`src/rtl/comb_shifter.sv`:
```
// Registered barrel shifter/rotator: logical, arithmetic, rotate and pass-through
// modes over a log2(LEN)-stage network, with a one-cycle result register.
module comb_shifter #(
  parameter int LEN = 8,
  parameter int WA  = 3
) (
  input  logic          clk,
  input  logic          rst_n,
  input  logic [0:LEN-1] Ip,
  input  logic [WA-1:0] amt,
  input  logic          dir,
  input  logic [1:0]    mode,
  input  logic          in_valid,
  output logic [0:LEN-1] Op,
  output logic          out_valid
);

  localparam logic [1:0] MODE_LOG  = 2'b00;
  localparam logic [1:0] MODE_ARI  = 2'b01;
  localparam logic [1:0] MODE_ROT  = 2'b10;
  localparam logic [1:0] MODE_PASS = 2'b11;

  // Stages work on [LEN-1:0] copies; Ip index 0 (MSB) lands on bit LEN-1,
  // so "left" is toward the MSB exactly as the numeric << operator.
  logic [LEN-1:0] stg [0:WA];
  logic           fill;

  assign stg[0] = Ip;
  assign fill   = (mode == MODE_ARI) ? Ip[0] : 1'b0;

  for (genvar k = 0; k < WA; k++) begin : g_stage
    localparam int S = 1 << k;
    logic [LEN-1:0] moved;

    always_comb begin
      moved = stg[k];
      case (mode)
        MODE_ROT: begin
          if (dir) moved = {stg[k][S-1:0], stg[k][LEN-1:S]};
          else     moved = {stg[k][LEN-1-S:0], stg[k][LEN-1:LEN-S]};
        end
        MODE_LOG, MODE_ARI: begin
          if (dir) moved = {{S{fill}}, stg[k][LEN-1:S]};
          else     moved = {stg[k][LEN-1-S:0], {S{1'b0}}};
        end
        default: moved = stg[k];
      endcase
    end

    assign stg[k+1] = amt[k] ? moved : stg[k];
  end

  logic [0:LEN-1] res;
  assign res = (mode == MODE_PASS) ? Ip : stg[WA];

  logic [0:LEN-1] op_q, op_d;
  logic           vld_q, vld_d;

  always_comb begin
    op_d  = op_q;
    vld_d = in_valid;
    if (in_valid) op_d = res;
  end

  always_ff @(posedge clk) begin
    if (!rst_n) begin
      op_q  <= '0;
      vld_q <= 1'b0;
    end else begin
      op_q  <= op_d;
      vld_q <= vld_d;
    end
  end

  assign Op        = op_q;
  assign out_valid = vld_q;

endmodule

```
`config.mk`:
```
export PLATFORM = sky130hd
export DESIGN_NAME = comb_shifter
export DESIGN_NICKNAME = d
export VERILOG_FILES = /design/src/rtl/comb_shifter.sv
export SDC_FILE = /design/constraint.sdc
export NUM_CORES = 1
export LEC_CHECK = 0
export ABC_AREA = 1
export BUFFER_PORTS_ARGS = -buffer_cell sky130_fd_sc_hd__buf_2
export CAP_MARGIN = 20
export CORE_MARGIN = 1.5
export CORE_UTILIZATION = 45
export CTS_BUF_LIST = sky130_fd_sc_hd__clkbuf_2
export DETAILED_ROUTE_END_ITERATION = 16
export MAX_ROUTING_LAYER = met4
export PLACE_DENSITY = 0.72
export SETUP_SLACK_MARGIN = 0.05
export SLEW_MARGIN = 5
export SYNTH_ARGS = -nofsm -noshare
export SYNTH_HDL_FRONTEND = slang
export SYNTH_SLANG_ARGS = --single-unit
```
`constraint.sdc`:
```
create_clock -name clk -period 1.2 [get_ports clk]
set_input_delay 0.12 -clock clk [delete_from_list [all_inputs] [get_ports clk]]
set_output_delay 0.12 -clock clk [all_outputs]
set_load 0.02 [all_outputs]
```
* After elaboration in Yosys (flattened, before gate mapping)
Index checks and enable logic that the tools add are counted.
Cells by class: equality and inequality tests 3, multiplexer cells 13, reduce and logical (&&, ||, !) cells 2
Operator list (number):
- $mux 8 | 9
- $pmux 8 s2 | 3
- $eq 2x2->1 const B | 2
- $eq 2x1->1 const B | 1
- $logic_not 2->1 | 1
- $reduce_or 2->1 | 1
- $mux 1 | 1
Word-level totals: flip-flop bits (word level) 9, output and inout port bits 9, word-level logic and storage cells 20, input port bits 17

* Logic depth before layout (Yosys ltp)
depth in word-level cells 12, depth in mapped cells 15, mapped depth without buffers 15

* Worst setup path after synthesis
OpenSTA, ideal clock, no wires.
path type in2reg, start input port dir, end register op_q (netlist bit Op[4]), library setup time 117 ps, path slack -117 ps, data arrival time 1200 ps, stages on the path 12, data required time 1083 ps, buffers on the path 2, path through buf_2 > buf_2 > o21ai_0 > nand2_1 > o21ai_2 > nand2_1 > nand3_1 > o211ai_2 > nand2_1 > nand2_1 > a21oi_1 > nor2_1
On the way: cells in the longest elaborated chain, start to end 10, elaborated cells between the ends (all ways) 12, classes of those cells 12 x mux
Ends and longest elaborated chain:
- start, declared | line 11 | input logic dir,
- $mux 8, on equally long branches | line 43, 39
- $pmux 8 s2 | line 37 | case (mode)
- $mux 8 | line 50 | assign stg[k+1] = amt[k] ? moved : stg[k];
- $mux 8, on equally long branches | line 43, 39
- $pmux 8 s2 | line 37
- $mux 8 | line 50
- $mux 8 | line 43 | if (dir) moved = {{S{fill}}, stg[k][LEN-1:S]};
- $pmux 8 s2 | line 37
- $mux 8 (*) | line 50
- $mux 8 (*) | line 54 | assign res = (mode == MODE_PASS) ? Ip : stg[WA];
- end signal, assigned | line 70 | op_q <= op_d;
- end, declared | line 56 | logic [0:LEN-1] op_q, op_d;
Mark *: on every way between the ends. The rest lies on a longest branch, timed or not. A chain may end at the register's enable or synchronous reset.

* Worst setup path after layout
start input port dir, end register op_q (netlist bit Op[1])
Same word-level chain as after synthesis.

==> flow_summary.json <==
{
  "final-max-slew-violation-count": 0,
  "route.detailed.wl_per_inst_um": 14.3,
  "first_pass_grt_wire_length_mm": 5.47,
  "flow.area_growth_from_synthesis_pct": 56.6,
  "port_buffers": 25,
  "synth_edf_count": 0,
  "synth_warnings": 0,
  "placeableCoreArea_um2": 2230,
  "fin_setup_tns_ns": -0.0317,
  "route.vias.total": 1573,
  "design.die.area_um2": 2690,
  "grt_setup_unrepaired": "yes",
  "multi_input_logic_area_um2": 865,
  "synth_largest_type_area_fraction_pct": 26.9,
  "critical_path_required_ns": 1.33,
  "tritoncts": "done",
  "totalPowerFinal_uw": 1190,
  "grt_pass1_vias": 1317,
  "clockRootBuffer": "sky130_fd_sc_hd__clkbuf_2",
  "design.final.nets": 275,
  "finalSetupViolations": 2,
  "design_area_um2": 1680,
  "fillerInstances": 190,
  "post_synth_instance_area_um2": 1070,
  "ctsLongestPathBuffers": 2,
  "worst_slew_pin_slew_ns": 0.247,
  "total_global_route_track_usage_pct": 27.6,
  "drive_gt1_share_pct": 42.8,
  "post_syn_instances": 195,
  "grt_max_degree": 18,
  "timing.critical_path.to_type": "flip-flop",
  "detailedRoute.firstIterationViolations": 88,
  "grt-ovfl-total": 0,
  "wirelength_mm": 4.08,
  "timing.fmax_mhz": 813,
  "async_set_or_reset_register_ratio_after_synthesis_pct": 0,
  "hpwl_mm": 2.81,
  "synth_most_common_cell": "sky130_fd_sc_hd__nand2_1",
  "die_x_um": 51.8,
  "htreeDepth": 1,
  "gp_routability_congestion": 0.927,
  "row_count": 17,
  "floorplan.io_pins": 26,
  "worst_ep_arrival_time_ns": 1.36,
  "die_height_um": 51.8,
  "power-per-cell-area_nw_per_um2": 708,
  "worstPathCellList": "buf_12, clkinv_8, o21ai_0, nand2_1, o21ai_2, nor2_1, a31oi_2, o21ai_1, nand2_1, nand2_1, nand2_1, a21oi_2",
  "drtPass1Iterations": 5,
  "crit_type": "in -> reg",
  "initial_antenna_violation_count": 0,
  "dominant_cells_by_area_after_synthesis": "sky130_fd_sc_hd__nand2_1 (27%), sky130_fd_sc_hd__dfxtp_1 (17%), sky130_fd_sc_hd__o21ai_0 (11%)",
  "insertedDiodeCount": 0,
  "clock_latency_ns": 0.25,
  "path_common_cell": "sky130_fd_sc_hd__nand2_1",
  "post_drt_via_cell_ratio": 5.52,
  "synth.lib_cells_used.distinct": 27,
  "yosys_register_bits": 9,
  "cts.sink_count": 9,
  "min_period_over_period_pct": 103,
  "path_max_fanout": 9,
  "worstSetupStartpointType": "primary input",
  "numCtsBuffers": 3,
  "ir_worst_vdd_mv": 0.769,
  "clk_slew_on_worst_s_h_paths_ns": 0.08,
  "synth.cells.most_frequent": "sky130_fd_sc_hd__nand2_1 (77), sky130_fd_sc_hd__o21ai_0 (24), sky130_fd_sc_hd__inv_1 (19)",
  "timing.slew.headroom_pct": 83.4,
  "route.antenna.remaining_nets": 0,
  "failed_checks": "negative setup slack",
  "power.leakage_uw": 0.000879,
  "cap_violations": 0,
  "seqCellArea_um2": 180,
  "syn_area_per_cell_um2": 5.51,
  "post-route-worst-setup-slack_ns": -0.0303,
  "hold_path.class": "in -> reg",
  "clock_tree_skew_after_final_layout_ns": 0,
  "drc": 0,
  "synth.net_count": 212,
  "run_status": "finished with violations",
  "crit_path_top_delay_cell": "sky130_fd_sc_hd__o21ai_0",
  "dpl-instance-area_um2": 1480,
  "final_period_minus_worst_setup_slack_ns": 1.23,
  "worst_path_largest_cell_delay_ns": 0.23,
  "timing_hold_violations_final": 0,
  "share_of_synthesized_area_occupied_by_flip_flops_and_latches_pct": 16.8,
  "initial_core_util_pct": 48.1,
  "most_used_flip_flop_cell_after_synthesis": "sky130_fd_sc_hd__dfxtp_1",
  "netlist.top_cell.by_area": "sky130_fd_sc_hd__nand2_1"
}
layout make-up:
class	count	area share [%]
repair buffers	65	28.1
inverters	23	6.47
multi-input cells	156	51.4
flip-flops and latches	9	10.7
clock buffers	4	1.19
well taps	28	2.08
metal layers:
metal | vias up | global-route usage [%] | wire (µm)
met4 | 0 | 4.82 | 61
met5 | - | - | 0
met2 | 90 | 48.9 | 2100
li1 | 755 | - | -
met3 | 8 | 4.02 | 387
met1 | 720 | 33.4 | 1530
worst max-delay path, delay by kind of cell:
family	cells	cell delay [ns]
compound gates	5	0.66
buf+inv	2	0.18
simple gates	5	0.39
worst paths after layout:
check / from / end / slack [ns] / cells after the start
setup / recovery: dir / Op[1] / -0.03 / 12
hold / removal: rst_n / out_valid / 0.15 / 3
setup reg to reg: Op[2] / Op[2] / 0.49 / 2
hold reg to reg: Op[7] / Op[7] / 0.51 / 2
state kept, by name, indices dropped and copies added (netlist names):
name / cells
Op: 8
out_valid: 1
per-stage QoR:
stage               setup slack (ns)  utilization [%]  cells  hold slack [ns]
floorplan                    -0.0135                -    195            0.218
global route                  -0.136             75.3    285            0.134
finish                       -0.0303             75.3    285            0.153
CTS                           0.0243             68.6    284            0.146
detailed placement            -0.307             66.2    279            0.402
global placement              -0.295             66.2    279            0.399
cells by family (layout without fill, tap and decap cells):
family | after synthesis | after routing | share of synthesized area [%]
AND/OR/NAND/NOR | 108 | 108 | 43.5
AO/OA/AOI/OAI | 48 | 48 | 26.7
buffers and inverters | 30 | 92 | 13.1
flip-flops | 9 | 9 | 16.8
layout by cell type (no fill, tap or decap):
master                     synthesis  routed
sky130_fd_sc_hd__a21oi_2           2       5
sky130_fd_sc_hd__clkinv_1          2       2
sky130_fd_sc_hd__nand2_8           0       2
sky130_fd_sc_hd__nand2_1          77      68
sky130_fd_sc_hd__buf_4             0      37
sky130_fd_sc_hd__a21oi_1           8       5
sky130_fd_sc_hd__nand3_2           2       2
sky130_fd_sc_hd__inv_1            19      15
sky130_fd_sc_hd__o21ai_2           7       9
sky130_fd_sc_hd__nor2_4            1       1
sky130_fd_sc_hd__clkbuf_2          0       4
sky130_fd_sc_hd__buf_12            0       2
sky130_fd_sc_hd__inv_4             1       1
sky130_fd_sc_hd__o21ai_1           3       5
sky130_fd_sc_hd__buf_6             0       4
sky130_fd_sc_hd__nand4_1           2       2
sky130_fd_sc_hd__inv_8             0       1
sky130_fd_sc_hd__o211ai_2          1       1
sky130_fd_sc_hd__o21ai_0          24      18
sky130_fd_sc_hd__nand2_4           2       1
sky130_fd_sc_hd__nand3_4           0       1
sky130_fd_sc_hd__o21ai_4           0       2
sky130_fd_sc_hd__o211ai_1          1       1
sky130_fd_sc_hd__inv_2             1       3
sky130_fd_sc_hd__clkinv_8          0       1
sky130_fd_sc_hd__nand2_2           1       9
sky130_fd_sc_hd__buf_2             3      22
sky130_fd_sc_hd__or2_1             1       1
sky130_fd_sc_hd__o22ai_2           0       1
sky130_fd_sc_hd__dfxtp_1           9       9
sky130_fd_sc_hd__nor2_1            9       9
sky130_fd_sc_hd__a31oi_2           0       1
sky130_fd_sc_hd__nand3_1          13      12
where the power goes:
group	switching, µW	internal [µW]
Combinational	384	278
Clock	109	88.5
Sequential	8.90	322
Total	502	688
what timing repair did:
action,4_1_cts,5_1_grt
hold buffers,0,0
endpoints found under the setup margin,6,8
cloned,0,0
resized for setup,10,42
buffers inserted,1,1
pin swaps,2,27
Note: power is estimated with default switching activity, not from simulation.
